[src/rtl/comparator_serial_cascade_if.sv]
// Bus bundle between operand producer/result consumer, the external 2-bit
// comparator and the serial cascade controller.
`timescale 1ns/1ps
interface comparator_serial_cascade_if #(
    parameter int unsigned DATA_WIDTH = 8
);
    localparam int unsigned NUM_SLICES = DATA_WIDTH / 2;
    localparam int unsigned SU_W       = $clog2(NUM_SLICES) + 1;

    logic                  Start_In;
    logic [DATA_WIDTH-1:0] Data_A_In;
    logic [DATA_WIDTH-1:0] Data_B_In;
    logic                  Slice_Enable_Out;
    logic [1:0]            Slice_A_Out;
    logic [1:0]            Slice_B_Out;
    logic                  Slice_gt_In;
    logic                  Slice_eq_In;
    logic                  Slice_lt_In;
    logic                  Busy_Out;
    logic                  Done_Out;
    logic                  A_gt_B_Out;
    logic                  A_eq_B_Out;
    logic                  A_lt_B_Out;
    logic                  Error_Out;
    logic [SU_W-1:0]       Slices_Used_Out;

    // Controller side
    modport slave (
        input  Start_In, Data_A_In, Data_B_In,
        input  Slice_gt_In, Slice_eq_In, Slice_lt_In,
        output Slice_Enable_Out, Slice_A_Out, Slice_B_Out,
        output Busy_Out, Done_Out, A_gt_B_Out, A_eq_B_Out, A_lt_B_Out,
        output Error_Out, Slices_Used_Out
    );

    // Producer / comparator / consumer side
    modport master (
        output Start_In, Data_A_In, Data_B_In,
        output Slice_gt_In, Slice_eq_In, Slice_lt_In,
        input  Slice_Enable_Out, Slice_A_Out, Slice_B_Out,
        input  Busy_Out, Done_Out, A_gt_B_Out, A_eq_B_Out, A_lt_B_Out,
        input  Error_Out, Slices_Used_Out
    );
endinterface

[src/rtl/comparator_serial_cascade.sv]
// Wide magnitude comparator that walks 2-bit slices MSB-first through one
// external 2-bit comparator, stopping on the first unequal slice.
`timescale 1ns/1ps
module comparator_serial_cascade #(
    parameter int unsigned DATA_WIDTH = 8
) (
    input  logic                          Clk_In,
    input  logic                          Reset_In,
    comparator_serial_cascade_if.slave    bus
);
    localparam int unsigned NUM_SLICES = DATA_WIDTH / 2;
    localparam int unsigned K_W        = (NUM_SLICES > 1) ? $clog2(NUM_SLICES) : 1;
    localparam int unsigned SU_W       = $clog2(NUM_SLICES) + 1;

    typedef enum logic {
        ST_IDLE    = 1'b0,
        ST_COMPARE = 1'b1
    } state_t;

    state_t                r_state;
    state_t                w_state_nxt;
    logic [DATA_WIDTH-1:0] r_a;
    logic [DATA_WIDTH-1:0] r_b;
    logic [K_W-1:0]        r_k;
    logic [SU_W-1:0]       r_used;
    logic                  r_busy;
    logic                  r_done;
    logic [1:0]            r_slice_a;
    logic [1:0]            r_slice_b;
    logic                  r_gt;
    logic                  r_eq;
    logic                  r_lt;
    logic                  r_err;

    logic                  w_accept;
    logic                  w_advance;
    logic                  w_finish;
    logic                  w_res_gt;
    logic                  w_res_eq;
    logic                  w_res_lt;
    logic                  w_res_err;
    logic [K_W-1:0]        w_k_dec;
    logic [1:0]            w_slice_a_nxt;
    logic [1:0]            w_slice_b_nxt;

    // State register
    always_ff @(posedge Clk_In or posedge Reset_In) begin
        if (Reset_In) begin
            r_state <= ST_IDLE;
        end else begin
            r_state <= w_state_nxt;
        end
    end

    // Next state and per-edge decisions from the sampled comparator flags
    always_comb begin
        w_state_nxt = r_state;
        w_accept    = 1'b0;
        w_advance   = 1'b0;
        w_finish    = 1'b0;
        w_res_gt    = 1'b0;
        w_res_eq    = 1'b0;
        w_res_lt    = 1'b0;
        w_res_err   = 1'b0;
        case (r_state)
            ST_IDLE: begin
                if (bus.Start_In) begin
                    w_accept    = 1'b1;
                    w_state_nxt = ST_COMPARE;
                end
            end
            ST_COMPARE: begin
                // Exact-match case: X/Z or multi-hot flags fall to the error arm
                case ({bus.Slice_gt_In, bus.Slice_eq_In, bus.Slice_lt_In})
                    3'b100: begin
                        w_finish = 1'b1;
                        w_res_gt = 1'b1;
                    end
                    3'b001: begin
                        w_finish = 1'b1;
                        w_res_lt = 1'b1;
                    end
                    3'b010: begin
                        if (r_k == '0) begin
                            w_finish = 1'b1;
                            w_res_eq = 1'b1;
                        end else begin
                            w_advance = 1'b1;
                        end
                    end
                    default: begin
                        w_finish  = 1'b1;
                        w_res_err = 1'b1;
                    end
                endcase
                if (w_finish) begin
                    w_state_nxt = ST_IDLE;
                end
            end
            default: w_state_nxt = ST_IDLE;
        endcase
    end

    // Next slice to present once the current one compares equal
    always_comb begin
        w_k_dec       = r_k - K_W'(1);
        w_slice_a_nxt = 2'(r_a >> {w_k_dec, 1'b0});
        w_slice_b_nxt = 2'(r_b >> {w_k_dec, 1'b0});
    end

    // Operand latches, slice presentation and registered results
    always_ff @(posedge Clk_In or posedge Reset_In) begin
        if (Reset_In) begin
            r_a       <= '0;
            r_b       <= '0;
            r_k       <= '0;
            r_used    <= '0;
            r_busy    <= 1'b0;
            r_done    <= 1'b0;
            r_slice_a <= 2'b00;
            r_slice_b <= 2'b00;
            r_gt      <= 1'b0;
            r_eq      <= 1'b0;
            r_lt      <= 1'b0;
            r_err     <= 1'b0;
        end else begin
            r_done <= w_finish;
            if (w_accept) begin
                r_a       <= bus.Data_A_In;
                r_b       <= bus.Data_B_In;
                r_k       <= K_W'(NUM_SLICES - 1);
                r_used    <= '0;
                r_busy    <= 1'b1;
                r_slice_a <= bus.Data_A_In[DATA_WIDTH-1 -: 2];
                r_slice_b <= bus.Data_B_In[DATA_WIDTH-1 -: 2];
                r_gt      <= 1'b0;
                r_eq      <= 1'b0;
                r_lt      <= 1'b0;
                r_err     <= 1'b0;
            end
            if (r_state == ST_COMPARE) begin
                r_used <= r_used + SU_W'(1);
            end
            if (w_advance) begin
                r_k       <= w_k_dec;
                r_slice_a <= w_slice_a_nxt;
                r_slice_b <= w_slice_b_nxt;
            end
            if (w_finish) begin
                r_busy    <= 1'b0;
                r_slice_a <= 2'b00;
                r_slice_b <= 2'b00;
                r_gt      <= w_res_gt;
                r_eq      <= w_res_eq;
                r_lt      <= w_res_lt;
                r_err     <= w_res_err;
            end
        end
    end

    assign bus.Slice_Enable_Out = r_busy;
    assign bus.Busy_Out         = r_busy;
    assign bus.Done_Out         = r_done;
    assign bus.Slice_A_Out      = r_slice_a;
    assign bus.Slice_B_Out      = r_slice_b;
    assign bus.A_gt_B_Out       = r_gt;
    assign bus.A_eq_B_Out       = r_eq;
    assign bus.A_lt_B_Out       = r_lt;
    assign bus.Error_Out        = r_err;
    assign bus.Slices_Used_Out  = r_used;

endmodule

[src/flat_wrapper.sv]
// flat-port wrapper written by rule: the top's interface ports become plain ports
module comparator_serial_cascade_flat 
#(
    parameter int unsigned DATA_WIDTH = 8
)
  (Clk_In, Reset_In, bus_Start_In, bus_Data_A_In, bus_Data_B_In, bus_Slice_gt_In, bus_Slice_eq_In, bus_Slice_lt_In, bus_Slice_Enable_Out, bus_Slice_A_Out, bus_Slice_B_Out, bus_Busy_Out, bus_Done_Out, bus_A_gt_B_Out, bus_A_eq_B_Out, bus_A_lt_B_Out, bus_Error_Out, bus_Slices_Used_Out);
  comparator_serial_cascade_if #(.DATA_WIDTH(DATA_WIDTH)) bus_i ();
  input  logic Clk_In;
  input  logic Reset_In;
  input wire logic [$bits(bus_i.Start_In)-1:0] bus_Start_In;
  input wire logic [$bits(bus_i.Data_A_In)-1:0] bus_Data_A_In;
  input wire logic [$bits(bus_i.Data_B_In)-1:0] bus_Data_B_In;
  input wire logic [$bits(bus_i.Slice_gt_In)-1:0] bus_Slice_gt_In;
  input wire logic [$bits(bus_i.Slice_eq_In)-1:0] bus_Slice_eq_In;
  input wire logic [$bits(bus_i.Slice_lt_In)-1:0] bus_Slice_lt_In;
  output wire logic [$bits(bus_i.Slice_Enable_Out)-1:0] bus_Slice_Enable_Out;
  output wire logic [$bits(bus_i.Slice_A_Out)-1:0] bus_Slice_A_Out;
  output wire logic [$bits(bus_i.Slice_B_Out)-1:0] bus_Slice_B_Out;
  output wire logic [$bits(bus_i.Busy_Out)-1:0] bus_Busy_Out;
  output wire logic [$bits(bus_i.Done_Out)-1:0] bus_Done_Out;
  output wire logic [$bits(bus_i.A_gt_B_Out)-1:0] bus_A_gt_B_Out;
  output wire logic [$bits(bus_i.A_eq_B_Out)-1:0] bus_A_eq_B_Out;
  output wire logic [$bits(bus_i.A_lt_B_Out)-1:0] bus_A_lt_B_Out;
  output wire logic [$bits(bus_i.Error_Out)-1:0] bus_Error_Out;
  output wire logic [$bits(bus_i.Slices_Used_Out)-1:0] bus_Slices_Used_Out;
  assign bus_i.Start_In = bus_Start_In;
  assign bus_i.Data_A_In = bus_Data_A_In;
  assign bus_i.Data_B_In = bus_Data_B_In;
  assign bus_i.Slice_gt_In = bus_Slice_gt_In;
  assign bus_i.Slice_eq_In = bus_Slice_eq_In;
  assign bus_i.Slice_lt_In = bus_Slice_lt_In;
  assign bus_Slice_Enable_Out = bus_i.Slice_Enable_Out;
  assign bus_Slice_A_Out = bus_i.Slice_A_Out;
  assign bus_Slice_B_Out = bus_i.Slice_B_Out;
  assign bus_Busy_Out = bus_i.Busy_Out;
  assign bus_Done_Out = bus_i.Done_Out;
  assign bus_A_gt_B_Out = bus_i.A_gt_B_Out;
  assign bus_A_eq_B_Out = bus_i.A_eq_B_Out;
  assign bus_A_lt_B_Out = bus_i.A_lt_B_Out;
  assign bus_Error_Out = bus_i.Error_Out;
  assign bus_Slices_Used_Out = bus_i.Slices_Used_Out;
  comparator_serial_cascade #(.DATA_WIDTH(DATA_WIDTH)) u_core (.Clk_In(Clk_In), .Reset_In(Reset_In), .bus(bus_i));
endmodule
[config.mk]
export PLATFORM = sky130hd
export DESIGN_NAME = comparator_serial_cascade_flat
export DESIGN_NICKNAME = d
export VERILOG_FILES = /design/src/rtl/comparator_serial_cascade_if.sv /design/src/rtl/comparator_serial_cascade.sv /design/src/flat_wrapper.sv
export SDC_FILE = /design/constraint.sdc
export NUM_CORES = 1
export LEC_CHECK = 0
export BUFFER_PORTS_ARGS = -buffer_cell sky130_fd_sc_hd__buf_2
export CAP_MARGIN = 20
export CORE_ASPECT_RATIO = 2
export CORE_MARGIN = 10
export CORE_UTILIZATION = 56
export DETAILED_ROUTE_END_ITERATION = 7
export PLACE_DENSITY = 0.83
export RECOVER_POWER = 50
export SYNTH_ARGS = -nofsm -noshare
export SYNTH_HDL_FRONTEND = slang
export SYNTH_SLANG_ARGS = --single-unit
export TNS_END_PERCENT = 10
[constraint.sdc]
create_clock -name Clk_In -period 3.7 [get_ports Clk_In]
set_clock_uncertainty 0.2 [all_clocks]
set_input_delay 0.185 -clock Clk_In [delete_from_list [all_inputs] [get_ports Clk_In]]
set_output_delay 0.185 -clock Clk_In [all_outputs]
set_load 0.01 [all_outputs]
# Word level (Yosys, flattened, before mapping)

Index checks and enable logic that the tools add are counted.

Output and inout bits: 14
Latch bits: 0
Memories: 0
Register bits: 32
Logic and storage cells: 63
Memory bits (writable): 0
Input port bits: 22
Bits in read-only memories: 0

Equal/unequal tests: 3
Add/subtract/negate cells: 2
Mux-type cells: 36
Magnitude comparators: 0
Reductions and logical operators: 6
Divide/modulo/power cells: 0
Bitwise logic cells: 1
Shift operators: 2
$mul: 0

Operator list:

| kind                                                | number |
|---|---|
| two-way mux 1 bit                                   | 25 |
| two-way mux 2 bit                                   | 8 |
| right shift 8 x 3 -> 2 bit                          | 2 |
| two-way mux 3 bit                                   | 2 |
| nonzero test 2 bit                                  | 3 |
| adder 3 x 1 -> 3 bit, second input constant         | 1 |
| equality test 3 x 1 -> 1 bit, second input constant | 1 |
| equality test 3 x 2 -> 1 bit, second input constant | 1 |
| equality test 3 bit, second input constant          | 1 |
| nonzero test 3 bit                                  | 1 |
| OR reduction 3 bit                                  | 1 |
| logical NOT 2 bit                                   | 1 |
| case mux 1 bit (2 select lines)                     | 1 |
| subtractor 2 x 1 -> 2 bit, second input constant    | 1 |
| inverter 1 bit                                      | 1 |

# Longest topological paths before layout

Depth in word-level cells: 6
Depth in mapped cells: 6
Mapped depth without buffers: 5

# Least setup slack after synthesis

No wires, ideal clock.

Kind: reg2reg
From: register u_core.r_k[0]
To: register u_core.r_slice_b[1], in the netlist u_core.bus.Slice_B_Out[1]
Setup time: 0.136 ns
Slack: 1.816 ns
Arrival time: 1.547 ns
Stages on the path, launching flop included: 7
Period minus slack after synthesis: 1.884 ns
Required time: 3.364 ns
Buffers on the path: 1
Path through: dfrtp_1 -> buf_2 -> inv_1 -> ha_1 -> mux4_2 -> nand3_1 -> o21ai_0

Cells in the longest elaborated chain, start to end: 6
Elaborated cells between the ends (all ways): 13
Those cells by class: add/sub (1); shift (1); mux (9); reduce/logical (2)

Ends and longest elaborated chain:

| item                                                                              | line                             | text |
|---|---|---|
| from (decl)                                                                       | comparator_serial_cascade.sv:24  | `logic [K_W-1:0] r_k;` |
| from (signal assigned)                                                            | comparator_serial_cascade.sv:131 | `r_k <= K_W'(NUM_SLICES - 1);` |
| from (signal assigned)                                                            | comparator_serial_cascade.sv:145 | `r_k <= w_k_dec;` |
| parallel branches: the longest is 6 deep, another holds subtractor 2 x 1 -> 2 bit | n/a                              |  |
| to (signal assigned)                                                              | comparator_serial_cascade.sv:135 | `r_slice_b <= bus.Data_B_In[DATA_WIDTH-1 -: 2];` |
| to (signal assigned)                                                              | comparator_serial_cascade.sv:147 | `r_slice_b <= w_slice_b_nxt;` |
| to (decl)                                                                         | comparator_serial_cascade.sv:29  | `logic [1:0] r_slice_b;` |

Several ways; the timed one is not identified. The select of a mux whose other input is x is not followed.
A chain may end at the register's enable or synchronous reset.

# Final worst setup path

From: register u_core.r_k[0]
To: register u_core.r_err, in the netlist u_core.bus.Error_Out

Cells in the longest elaborated chain, start to end: 6
Elaborated cells between the ends (all ways): 7
Those cells by class: mux (5); reduce/logical (2)

Ends and longest elaborated chain:

| item                                                    | line                             | text |
|---|---|---|
| logical NOT 2 bit *                                     | comparator_serial_cascade.sv:84  | `if (r_k == '0) begin` |
| two-way mux 1 bit *                                     | comparator_serial_cascade.sv:84  |  |
| two-way mux 1 bit *                                     | comparator_serial_cascade.sv:74  | `case ({bus.Slice_gt_In, bus.Slice_eq_In, bus.Slice_lt_In})` |
| two-way mux 1 bit * (2 in a row)                        | comparator_serial_cascade.sv:65  | `case (r_state)` |
| two-way mux 1 bit or nonzero test 2 bit (tied branches) | n/a                              |  |
| to (signal assigned)                                    | comparator_serial_cascade.sv:156 | `r_err <= w_res_err;` |
| to (decl)                                               | comparator_serial_cascade.sv:33  | `logic r_err;` |

Mark *: on every way between the ends. The rest lies on a longest branch, timed or not. The select of a mux whose other input is x is not followed.

==> results.md <==
* Starting DRT DRC Count at 14
* First-pass GRT wire length at 5.892 mm
* Deepest clock path buffer count at 2
* CP Launch Type: register
* Syn Area/Cell at 13.52 um2
* Delay-heaviest family, CP: simple AND/OR/NAND/NOR gates
* Die Y at 92.21 um
* Vias at 1076
* Total CTS buffers at 5
* Setup TNS at 0 ns
* Status: complete, no violations
* FILL cells at 179
* R2r endpoint: u_core.bus.Error_Out$_DFFE_PP0P_
* Max Fclk at 473.8 MHz
* Crit-path cells: inv_1, ha_1, nor4b_4, a21o_1, a22o_1
* Area Growth Syn to Fin at 30.25%
* DIE WIDTH at 56.11 um
* H-tree levels at 2
* Tcrit/Tclk final at 0.5704
* Synth top area share at 0.5484
* Hold Startpoint: bus_Slice_lt_In
* Layout cells sized above 1 at 0.3537
* CP required at 3.73 ns
* R2r worst-path depth at 5
* Worst slew margin at 0.09039
* Vias per cell at 5.604
* Stages on the worst setup path at 5
* # clock sinks at 32
* Buf/Inv on CP at 1
* Die Area at 0.005173 mm2
* Post-Layout Cell Count at 192
* Synth warnings at 0
* Router iterations before antenna repair at 4
* DR DRC count at 0
* Remaining antenna violation count at 0
* Final setup viols at 0
* Wire per inst at 17.93 um
* HP Class: primary input to register
* Worst hold path depth at 3
* Peak supply drop at 0.0003440 V
* Kind of critical path: register to register
* Placed Cells incl. Taps at 166
* Worst Max-Slew Pin Slew at 1.364 ns
* Worst flop-to-flop path startpoint: u_core.r_k[0]$_DFFE_PP0P_
* Net count, final at 187
* Initial Util at 0.5754
* Synthesized flop and latch total at 32
* Count of cell types in the netlist at 28
* Final WL at 3.442 mm
* CP endpoint kind: register
* Total gr overflow at 0
* Root buffer cell: clkbuf_8
* Largest net degree at the start of global routing at 27
* Core area at 0.002537 mm2
* Fin area at 0.001902 mm2
* Cell Area, Synth at 0.001460 mm2
* Initial antenna violation count at 0
* Post-Syn Instances at 108
* Post-Place Worst Slack at 1.605 ns
* Min cycle time layout at 2.110 ns
* CP max-delay cell: nor4b_4
* Area leader, netlist: dfrtp_1
* N_diodes at 0
* Area of the multi-input gates at 603.1 um2
* Detailed placer's ending HPWL at 2.407 mm
* Sequential area share after synthesis at 0.5484
* Reg2reg setup slack at 1.59 ns
* Max-cap violations at 0
* Synth Net Count at 132
* # Post-CTS Setup Buffers at 0
* Leak at 0.9097 nW
* Hold Path End: u_core.bus.A_gt_B_Out$_DFFE_PP0P_
* RSZ-0062 raised after global routing: false
* Hold WS at 0.09815 ns
* Pins over their slew limit at 0
* Pwr dens at 467.5 mW/mm2
* Global Route Usage Sum at 0.1430
* Top cells by area, synth: dfrtp_1, mux2_2, mux4_2
* Vias in the first global route at 1228
* Hold Vio Cnt, Final at 0
* DP Area at 0.001664 mm2
* Final GP Congestion at 0.8064
* Clock slew at reported path FFs at 0.07 ns
* Critical Path AT at 2.14 ns
* # IOs at 36
* Crit-path max cell delay at 0.58 ns
* # port buffers at 35
* Clk Latency, worst-skew pair at 0.29 ns
* Site Rows at 26
* Worst Path Max Fanout at 10
* CTS tree: yes
* Fin worst setup slack at 1.590 ns
* Reg area at 800.8 um2
sequential cells by signal (all words and copies together) (netlist names):
register and flops:
u_core.r_b 8, u_core.bus.A_eq_B_Out 1, u_core.r_state 1, u_core.bus.Slices_Used_Out 3, u_core.bus.A_gt_B_Out 1, u_core.bus.Slice_A_Out 2, u_core.bus.A_lt_B_Out 1, u_core.bus.Busy_Out 1
u_core.bus.Done_Out 1, u_core.r_a 8, u_core.bus.Slice_B_Out 2, u_core.r_k 2, u_core.bus.Error_Out 1
how the worst max path moves through the flow:
stage | startpoint | end | slack [ns]
2_1_floorplan | u_core.r_k[0]$_DFFE_PP0P_ | u_core.bus.Slice_B_Out[1]$_DFFE_PP0P_ | 1.82
3_3_place_gp | u_core.r_k[0]$_DFFE_PP0P_ | u_core.bus.Error_Out$_DFFE_PP0P_ | 1.69
3_5_place_dp | u_core.r_k[0]$_DFFE_PP0P_ | u_core.bus.Slice_B_Out[1]$_DFFE_PP0P_ | 1.60
4_1_cts | u_core.r_k[0]$_DFFE_PP0P_ | u_core.bus.Error_Out$_DFFE_PP0P_ | 1.59
5_1_grt | Reset_In | u_core.r_a[2]$_DFFE_PP0P_ | 1.31
6_report | u_core.r_k[0]$_DFFE_PP0P_ | u_core.bus.Error_Out$_DFFE_PP0P_ | 1.59
synthesized netlist by cell type:
master     instances
a21oi_1            1
nor2b_1            2
mux4_2             4
buf_4              3
nor4b_4            1
dfrtp_1           32
nor4bb_1           1
o21ai_0            7
and4bb_2           1
nand2_1            4
buf_2              3
nand2b_1           1
o2111ai_1          1
nor2_1             3
a22o_1             2
xor2_1             1
xnor2_1            1
and2b_1            1
mux2_2            16
buf_1              1
mux2i_1            6
a21o_1             3
nand3_1            4
a32oi_1            1
a21oi_2            1
ha_1               2
inv_1              4
nor3_1             1
report_power, final:
part	switching, W	internal (W)
Sequential	0.0000421	0.000399
Combinational	0.0000725	0.0000990
Clock	0.000125	0.000151
Total	0.000239	0.000650
repair_timing:
item                                   CTS  global route
endpoints found under the hold margin   49             0
hold buffers                            18             0
gates resized for setup                  0             0
cell families after synthesis:
| group | Yosys count | share of synthesized area |
|---|---|---|
| muxes | 26 | 0.2262 |
| DFF | 32 | 0.5484 |
| adders and majority gates | 2 | 0.01714 |
| and+or+nand+nor | 19 | 0.08483 |
| AOI/OAI and AO/OA | 16 | 0.07283 |
| xor gates and xnor gates | 2 | 0.01200 |
| buffers and inverters | 11 | 0.03855 |
per-layer routing:
| layer | GRT usage | up-vias | part of all wire |
|---|---|---|---|
| met1 | 0.1258 | 544 | 0.34 |
| li1 | - | 497 | - |
| met3 | 0.05110 | 8 | 0.053 |
| met4 | 0.06048 | 0 | 0.018 |
| met5 | 0 | - | 0 |
| met2 | 0.2751 | 27 | 0.59 |
layout by cell type, fill, tap and decap left out, types with 2 or more instances in the layout:
master / n
a21o_1: 3
a22o_1: 2
buf_2: 28
clkbuf_1: 10
clkbuf_8: 6
dfrtp_1: 32
dlygate4sd3_1: 18
ha_1: 2
inv_1: 4
mux2_2: 16
mux2i_1: 6
mux4_2: 4
nand2_1: 4
nand3_1: 4
nor2_1: 3
nor2b_1: 2
o21ai_0: 7
final cells by class:
class / count / share of cell area
inverter: 4 / 0.007895
sequential: 32 / 0.4211
clock buffer: 8 / 0.04737
timing repair buffer: 55 / 0.1882
multi-input combinational: 65 / 0.3171
tap: 28 / 0.01842
worst reg2reg max path, cell delays in order, from the launching register on:
cell	delay (ns)
dfrtp_1	0.53
inv_1	0.09
ha_1	0.25
nor4b_4	0.58
a21o_1	0.25
a22o_1	0.15
stage by stage:
step / power (W) / utilization
after floorplan: 0.0005457 / -
after global placement: 0.0005889 / 0.6450
after detailed placement: 0.0006081 / 0.6558
after CTS: 0.0008961 / 0.7623
after global routing: 0.0009322 / 0.7495
final: 0.0008890 / 0.7495
Power figures use the tool's default switching activity.
